### src/rtl/booth_multiplier.sv
// Sequential signed radix-2 Booth multiplier: one Booth iteration per clock,
// registered 2N-bit product with a one-cycle done pulse.
module booth_multiplier #(
  parameter int unsigned N = 8
) (
  input  logic           clk,
  input  logic           rst,
  input  logic           valid_i,
  input  logic [N-1:0]   numero1_i,
  input  logic [N-1:0]   numero2_i,
  output logic [2*N-1:0] producto_o,
  output logic           done_o,
  output logic           busy_o
);

  localparam int unsigned AW = N + 1;
  localparam int unsigned CW = (N > 1) ? $clog2(N) : 1;
  localparam logic [CW-1:0] LAST_COUNT = CW'(N - 1);

  typedef enum logic [1:0] {
    IDLE = 2'd0,
    CALC = 2'd1,
    DONE = 2'd2
  } state_t;

  state_t        state;
  logic [AW-1:0] a;
  logic [AW-1:0] mx;
  logic [N-1:0]  q;
  logic          q_1;
  logic [CW-1:0] count;
  logic          valid_prev;
  // Cleared by reset; a start needs valid_i to have been seen low since then.
  logic          armed;

  logic          start_c;
  logic [AW-1:0] a_sum_c;
  logic [AW-1:0] a_next_c;
  logic [N-1:0]  q_next_c;
  logic          q_1_next_c;

  assign start_c = valid_i & ~valid_prev & armed & (state == IDLE);

  // Booth add/subtract followed by the arithmetic right shift of {A,Q,Q_1}.
  always_comb begin
    a_sum_c = a;
    unique case ({q[0], q_1})
      2'b01:   a_sum_c = a + mx;
      2'b10:   a_sum_c = a - mx;
      default: a_sum_c = a;
    endcase
    {a_next_c, q_next_c, q_1_next_c} = {a_sum_c[AW-1], a_sum_c, q};
  end

  always_ff @(posedge clk or negedge rst) begin
    if (!rst) begin
      state      <= IDLE;
      a          <= '0;
      mx         <= '0;
      q          <= '0;
      q_1        <= 1'b0;
      count      <= '0;
      valid_prev <= 1'b0;
      armed      <= 1'b0;
      producto_o <= '0;
      done_o     <= 1'b0;
      busy_o     <= 1'b0;
    end else begin
      valid_prev <= valid_i;
      if (!valid_i) begin
        armed <= 1'b1;
      end
      unique case (state)
        IDLE: begin
          if (start_c) begin
            mx     <= {numero1_i[N-1], numero1_i};
            q      <= numero2_i;
            a      <= '0;
            q_1    <= 1'b0;
            count  <= '0;
            busy_o <= 1'b1;
            state  <= CALC;
          end
        end
        CALC: begin
          a     <= a_next_c;
          q     <= q_next_c;
          q_1   <= q_1_next_c;
          count <= count + CW'(1);
          if (count == LAST_COUNT) begin
            producto_o <= {a_next_c[N-1:0], q_next_c};
            done_o     <= 1'b1;
            state      <= DONE;
          end
        end
        DONE: begin
          done_o <= 1'b0;
          busy_o <= 1'b0;
          state  <= IDLE;
        end
        default: begin
          done_o <= 1'b0;
          busy_o <= 1'b0;
          state  <= IDLE;
        end
      endcase
    end
  end

endmodule

### config.mk
export PLATFORM = sky130hd
export DESIGN_NAME = booth_multiplier
export DESIGN_NICKNAME = d
export VERILOG_FILES = /design/src/rtl/booth_multiplier.sv
export SDC_FILE = /design/constraint.sdc
export NUM_CORES = 1
export LEC_CHECK = 0
export BUFFER_PORTS_ARGS = -buffer_cell sky130_fd_sc_hd__buf_2
export CAP_MARGIN = 20
export CORE_MARGIN = 2
export CORE_UTILIZATION = 45
export CTS_CLUSTER_DIAMETER = 150
export DETAILED_ROUTE_END_ITERATION = 6
export PLACE_DENSITY = 0.63
export SYNTH_ARGS = -nofsm -noshare
export SYNTH_HDL_FRONTEND = slang
export SYNTH_SLANG_ARGS = --single-unit
### constraint.sdc
create_clock -name clk -period 3.1 [get_ports clk]
set_input_delay 0.93 -clock clk [delete_from_list [all_inputs] [get_ports clk]]
set_output_delay 0.93 -clock clk [all_outputs]
set_load 0.03 [all_outputs]
* Word-level counts from Yosys, hierarchy flattened
Cells that the tools add are included.
Storage, ports and cells: bits in registers 51, input port bits 19, output and inout bits 18, logic and storage cells 50
Operators by class: add/subtract/negate cells 3, eq/ne operators 6, multiplexer cells 16, bitwise logic cells 6, reduce and logical (&&, ||, !) cells 8
Operators with widths (number):
- one-hot mux 9 bit (2 select lines) | 2
- one-hot mux 8 bit (2 select lines) | 1
- AND reduction 2 bit | 6
- adder 9 bit | 1
- two-way mux 9 bit | 1
- subtractor 9 bit | 1
- two-way mux 8 bit | 1
- one-hot mux 1 bit (2 select lines) | 3
- one-hot mux 3 bit (2 select lines) | 1
- equality test 2 x 1 -> 1 bit (second input constant) | 2
- two-way mux 2 bit | 2
- != test 2 bit (second input constant) | 2
- one-hot mux 2 bit (2 select lines) | 1
- adder 3 x 1 -> 3 bit (second input constant) | 1
- AND 1 bit | 3
- equality test 3 bit (second input constant) | 1
- two-way mux 1 bit | 3
- two-way mux 3 bit | 1
- NOT 1 bit | 3
- equality test 2 bit (second input constant) | 1
- zero test 2 bit | 1
- nonzero test 2 bit | 1

* Depth between registers and ports, before layout
word-level depth 6, mapped depth 12, mapped depth without buffers 11

* Worst setup path after synthesis
Ideal clock, no wire load.
path kind register to register, from register q_1, to register producto_o[13], library setup time 125 ps, data arrival time 2365 ps, required time 2975 ps, setup slack 610 ps, cell stages (with the launch flop) 12, buffers on the path 1, clock period less this slack 2490 ps, cells stage by stage dfrtp_1 inv_1 ha_1 buf_2 mux2_2 fa_1 nand2b_1 a21oi_2 o21a_1 o21a_1 o31ai_2 mux2_2
On the way: longest elaborated chain between the ends 2, elaborated cells on any way between the ends 3, classes of those cells 2 x eq/ne; 1 x mux
Ends and longest elaborated chain:
- from (decl) | line 30 | logic q_1;
- from (signal assigned) | line 88 | q_1 <= q_1_next_c;
- equality test 2 bit or equality test 2 x 1 -> 1 bit (tied branches) | line 47 | unique case ({q[0], q_1})
- one-hot mux 9 bit (2 select lines) * | line 47
- to (signal assigned) | line 91 | producto_o <= {a_next_c[N-1:0], q_next_c};
- to (decl) | line 11 | output logic [2*N-1:0] producto_o,
Mark *: on every way between the ends. The rest lies on a longest branch, timed or not. A chain may end at the register's enable or synchronous reset.

* Worst setup path in the final report
Ends and elaborated chain as after synthesis.

==> run summary <==
Launching point of the worst reg2reg path -> q_1$_DFFE_PN0P_
DIE AREA -> 6370 um2
Clock slew at reported path FFs -> 0.09 ns
Synth top area share -> 0.484
Routed wire length -> 4840 um
Syn nets -> 270
Overall routing resource usage -> 0.174
Worst-Skew Late Latency -> 0.30 ns
CP max FO -> 8
Total CTS buffers -> 5
Clock sink total -> 50
Die Ht -> 79.8 um
Setup repair bufs after CTS -> 0
Hold violation total from the final report -> 0
Worst Tran Pin Value -> 0.683 ns
Detailed Routing Iterations Pass 1 -> 4
Critical path arrival -> 2.90 ns
Overflow after GRT -> 0
Max Cap Viol -> 0
Largest net degree at the start of global routing -> 31
Setup_tns -> 0 ns
Post-synthesis register bit count -> 50
Slowest CP cell -> fa_1
Top cells by area, synth -> dfrtp_1, mux2_2, ha_1
Req. time, crit path -> 3.30 ns
Filler Cells Inserted -> 516
Post-synth EDFFs -> 0
# hold bufs at CTS -> 0
TritonCTS clock tree -> yes
Cell Area, Synth -> 2590 um2
Commonest register cell after synthesis -> dfrtp_1
Final setup violation count -> 0
Avg Inst Size Synth -> 10.9 um2
I/O pins -> 37
DR vias -> 1837
CP endpoint kind -> flip-flop
Initial Utilization -> 0.467
Leading area contributor after synthesis -> dfrtp_1
Initial drt markers -> 100
Drt wl/cell -> 13.9 um
Kind of critical path -> reg -> reg
Critical R2R Capture -> producto_o[13]$_DFFE_PN0P_
Netlist cell types -> 42
Type of origin of the critical path -> flip-flop
Post-DRT Antenna Nets -> 0
HP Start -> producto_o[2]$_DFFE_PN0P_
Most common cell in the synthesized netlist -> dfrtp_1
Resize count post-CTS -> 0
Synth warnings -> 0
Vias per cell -> 5.26
Area delta synth->final -> 13.3%
Hold Path Stages -> 1
R2R Setup Slk -> 0.40 ns
Status -> completed
Die Width -> 79.8 um
Slowest stage delay, CP -> 0.43 ns
Vias in the first global route -> 1807
Drt drc -> 0
Peak Freq -> 0.370 GHz
Part of the cycle the worst path needs -> 0.872
PortBufs -> 36
CORE AREA -> 5540 um2
Layout cell share with drive strength beyond 1 -> 0.278
Post-detail-place hpwl -> 3610 um
Slew margin rel. -> 0.545
Hold EP -> producto_o[2]$_DFFE_PN0P_
Clock skew -> 0.00456 ns
Antenna diodes -> 0
Clock Path Buffers -> 2
Max-slew violations -> 0
Worst reg2reg path depth -> 10
Cell Rows -> 27
Critical path cell sequence -> inv_1 -> ha_1 -> mux2_2 -> fa_1 -> nand2b_1 -> a21oi_2 -> o21a_1 -> o21a_1 -> o31ai_2 -> mux2_2
RSZ-0062 raised after global routing -> no
Fin crit period -> 2.70 ns
CTS Root Cell -> clkbuf_8
Commonest cells post-synth -> dfrtp_1, nand2_1, mux2_2
Async SR Flop Fraction -> 1.00
CTS H-tree lvls -> 2
Layout Nets -> 308
Gpl congestion -> 0.852
First-pass GRT wire length -> 8570 um
Syn Inst Count -> 238
Hold Path Class -> reg -> reg
Antenna violations before repair -> 0
Seq/Total Area, Yosys -> 0.484
## flip-flops by register name, summed over array words and instances, names as in the netlist
signal	cells
a	8
armed	1
busy_o	1
count	3
done_o	1
mx	8
producto_o	16
q	8
q_1	1
state	2
valid_prev	1
## critical path, delay by kind of cell, from the launching register on
| family | cells | cell delay [ns] |
|---|---|---|
| fa+ha+maj | 2 | 0.74 |
| mux | 2 | 0.69 |
| compound gates | 4 | 0.55 |
| flops | 1 | 0.38 |
| simple gates | 1 | 0.17 |
| buf+inv | 1 | 0.05 |
## per-layer routing
metal / up-vias / wire length [um] / GRT usage
li1: 911 / - / -
met1: 884 / 2460 / 0.251
met2: 35 / 2130 / 0.262
met3: 7 / 175 / 0.0328
met4: 0 / 77 / 0.0644
met5: - / 0 / 0
## area by class of cell
class / count / area (um2) / share of cell area
Clock inverter: 1 / 5.00 / 0.00171
Sequential cell: 50 / 1250 / 0.427
Multi-Input combinational cell: 167 / 1240 / 0.423
Inverter: 11 / 41.3 / 0.0141
Tap cell: 72 / 90.1 / 0.0307
Timing Repair Buffer: 41 / 218 / 0.0743
Clock buffer: 7 / 86.3 / 0.0295
## layout by cell type, fill, tap and decap left out, drive strengths merged
cell type | netlist | layout
nand3b | 1 | 1
a21o | 2 | 2
o31ai | 2 | 2
a31oi | 3 | 3
dfrtp | 50 | 50
nor2b | 6 | 6
nand2b | 3 | 3
a22o | 5 | 5
clkinv | 0 | 1
a32oi | 1 | 1
mux2 | 19 | 19
nor3 | 5 | 5
clkbuf | 3 | 7
nor4b | 1 | 1
buf | 7 | 41
fa | 1 | 1
nand2 | 26 | 26
a211oi | 2 | 2
o21ai | 27 | 27
nor2 | 14 | 14
mux2i | 11 | 11
xor2 | 2 | 2
a21oi | 10 | 10
o22ai | 1 | 1
nand4 | 1 | 1
o21a | 3 | 3
o31a | 1 | 1
inv | 11 | 11
xnor2 | 8 | 8
ha | 12 | 12
## worst max path at each step
stage / depth (start not counted) / slack (ns) / end / start
after floorplan: 11 / 0.61 / producto_o[13]$_DFFE_PN0P_ / q_1$_DFFE_PN0P_
after global placement: 10 / 0.44 / producto_o[13]$_DFFE_PN0P_ / q_1$_DFFE_PN0P_
after detailed placement: 10 / 0.41 / producto_o[13]$_DFFE_PN0P_ / q_1$_DFFE_PN0P_
after CTS: 10 / 0.38 / producto_o[13]$_DFFE_PN0P_ / q_1$_DFFE_PN0P_
after global routing: 10 / 0.23 / producto_o[13]$_DFFE_PN0P_ / q_1$_DFFE_PN0P_
final: 10 / 0.40 / producto_o[13]$_DFFE_PN0P_ / q_1$_DFFE_PN0P_
## logic make-up (layout without fill, tap and decap cells)
family | Yosys count | in the layout | synth area share
AOI/OAI and AO/OA | 57 | 57 | 0.141
xor gates and xnor gates | 10 | 10 | 0.0339
adders and majority gates | 13 | 13 | 0.0658
buffers and inverters | 21 | 60 | 0.0373
DFF | 50 | 50 | 0.484
muxes | 30 | 30 | 0.127
and+or+nand+nor | 57 | 57 | 0.111
## metrics by stage
step	worst slack, ns	instance area [um2]	cells	hold slack (ns)	util
after floorplan	0.610	2590	238	0.466	-
after global placement	0.445	2840	341	0.461	0.512
after detailed placement	0.407	2840	341	0.476	0.512
after CTS	0.381	2930	349	0.496	0.529
after global routing	0.225	2930	349	0.521	0.529
final	0.397	2930	349	0.489	0.529
Power is not shown: default switching activity piles up to over one toggle a cycle in this logic, so the estimate is an artifact.
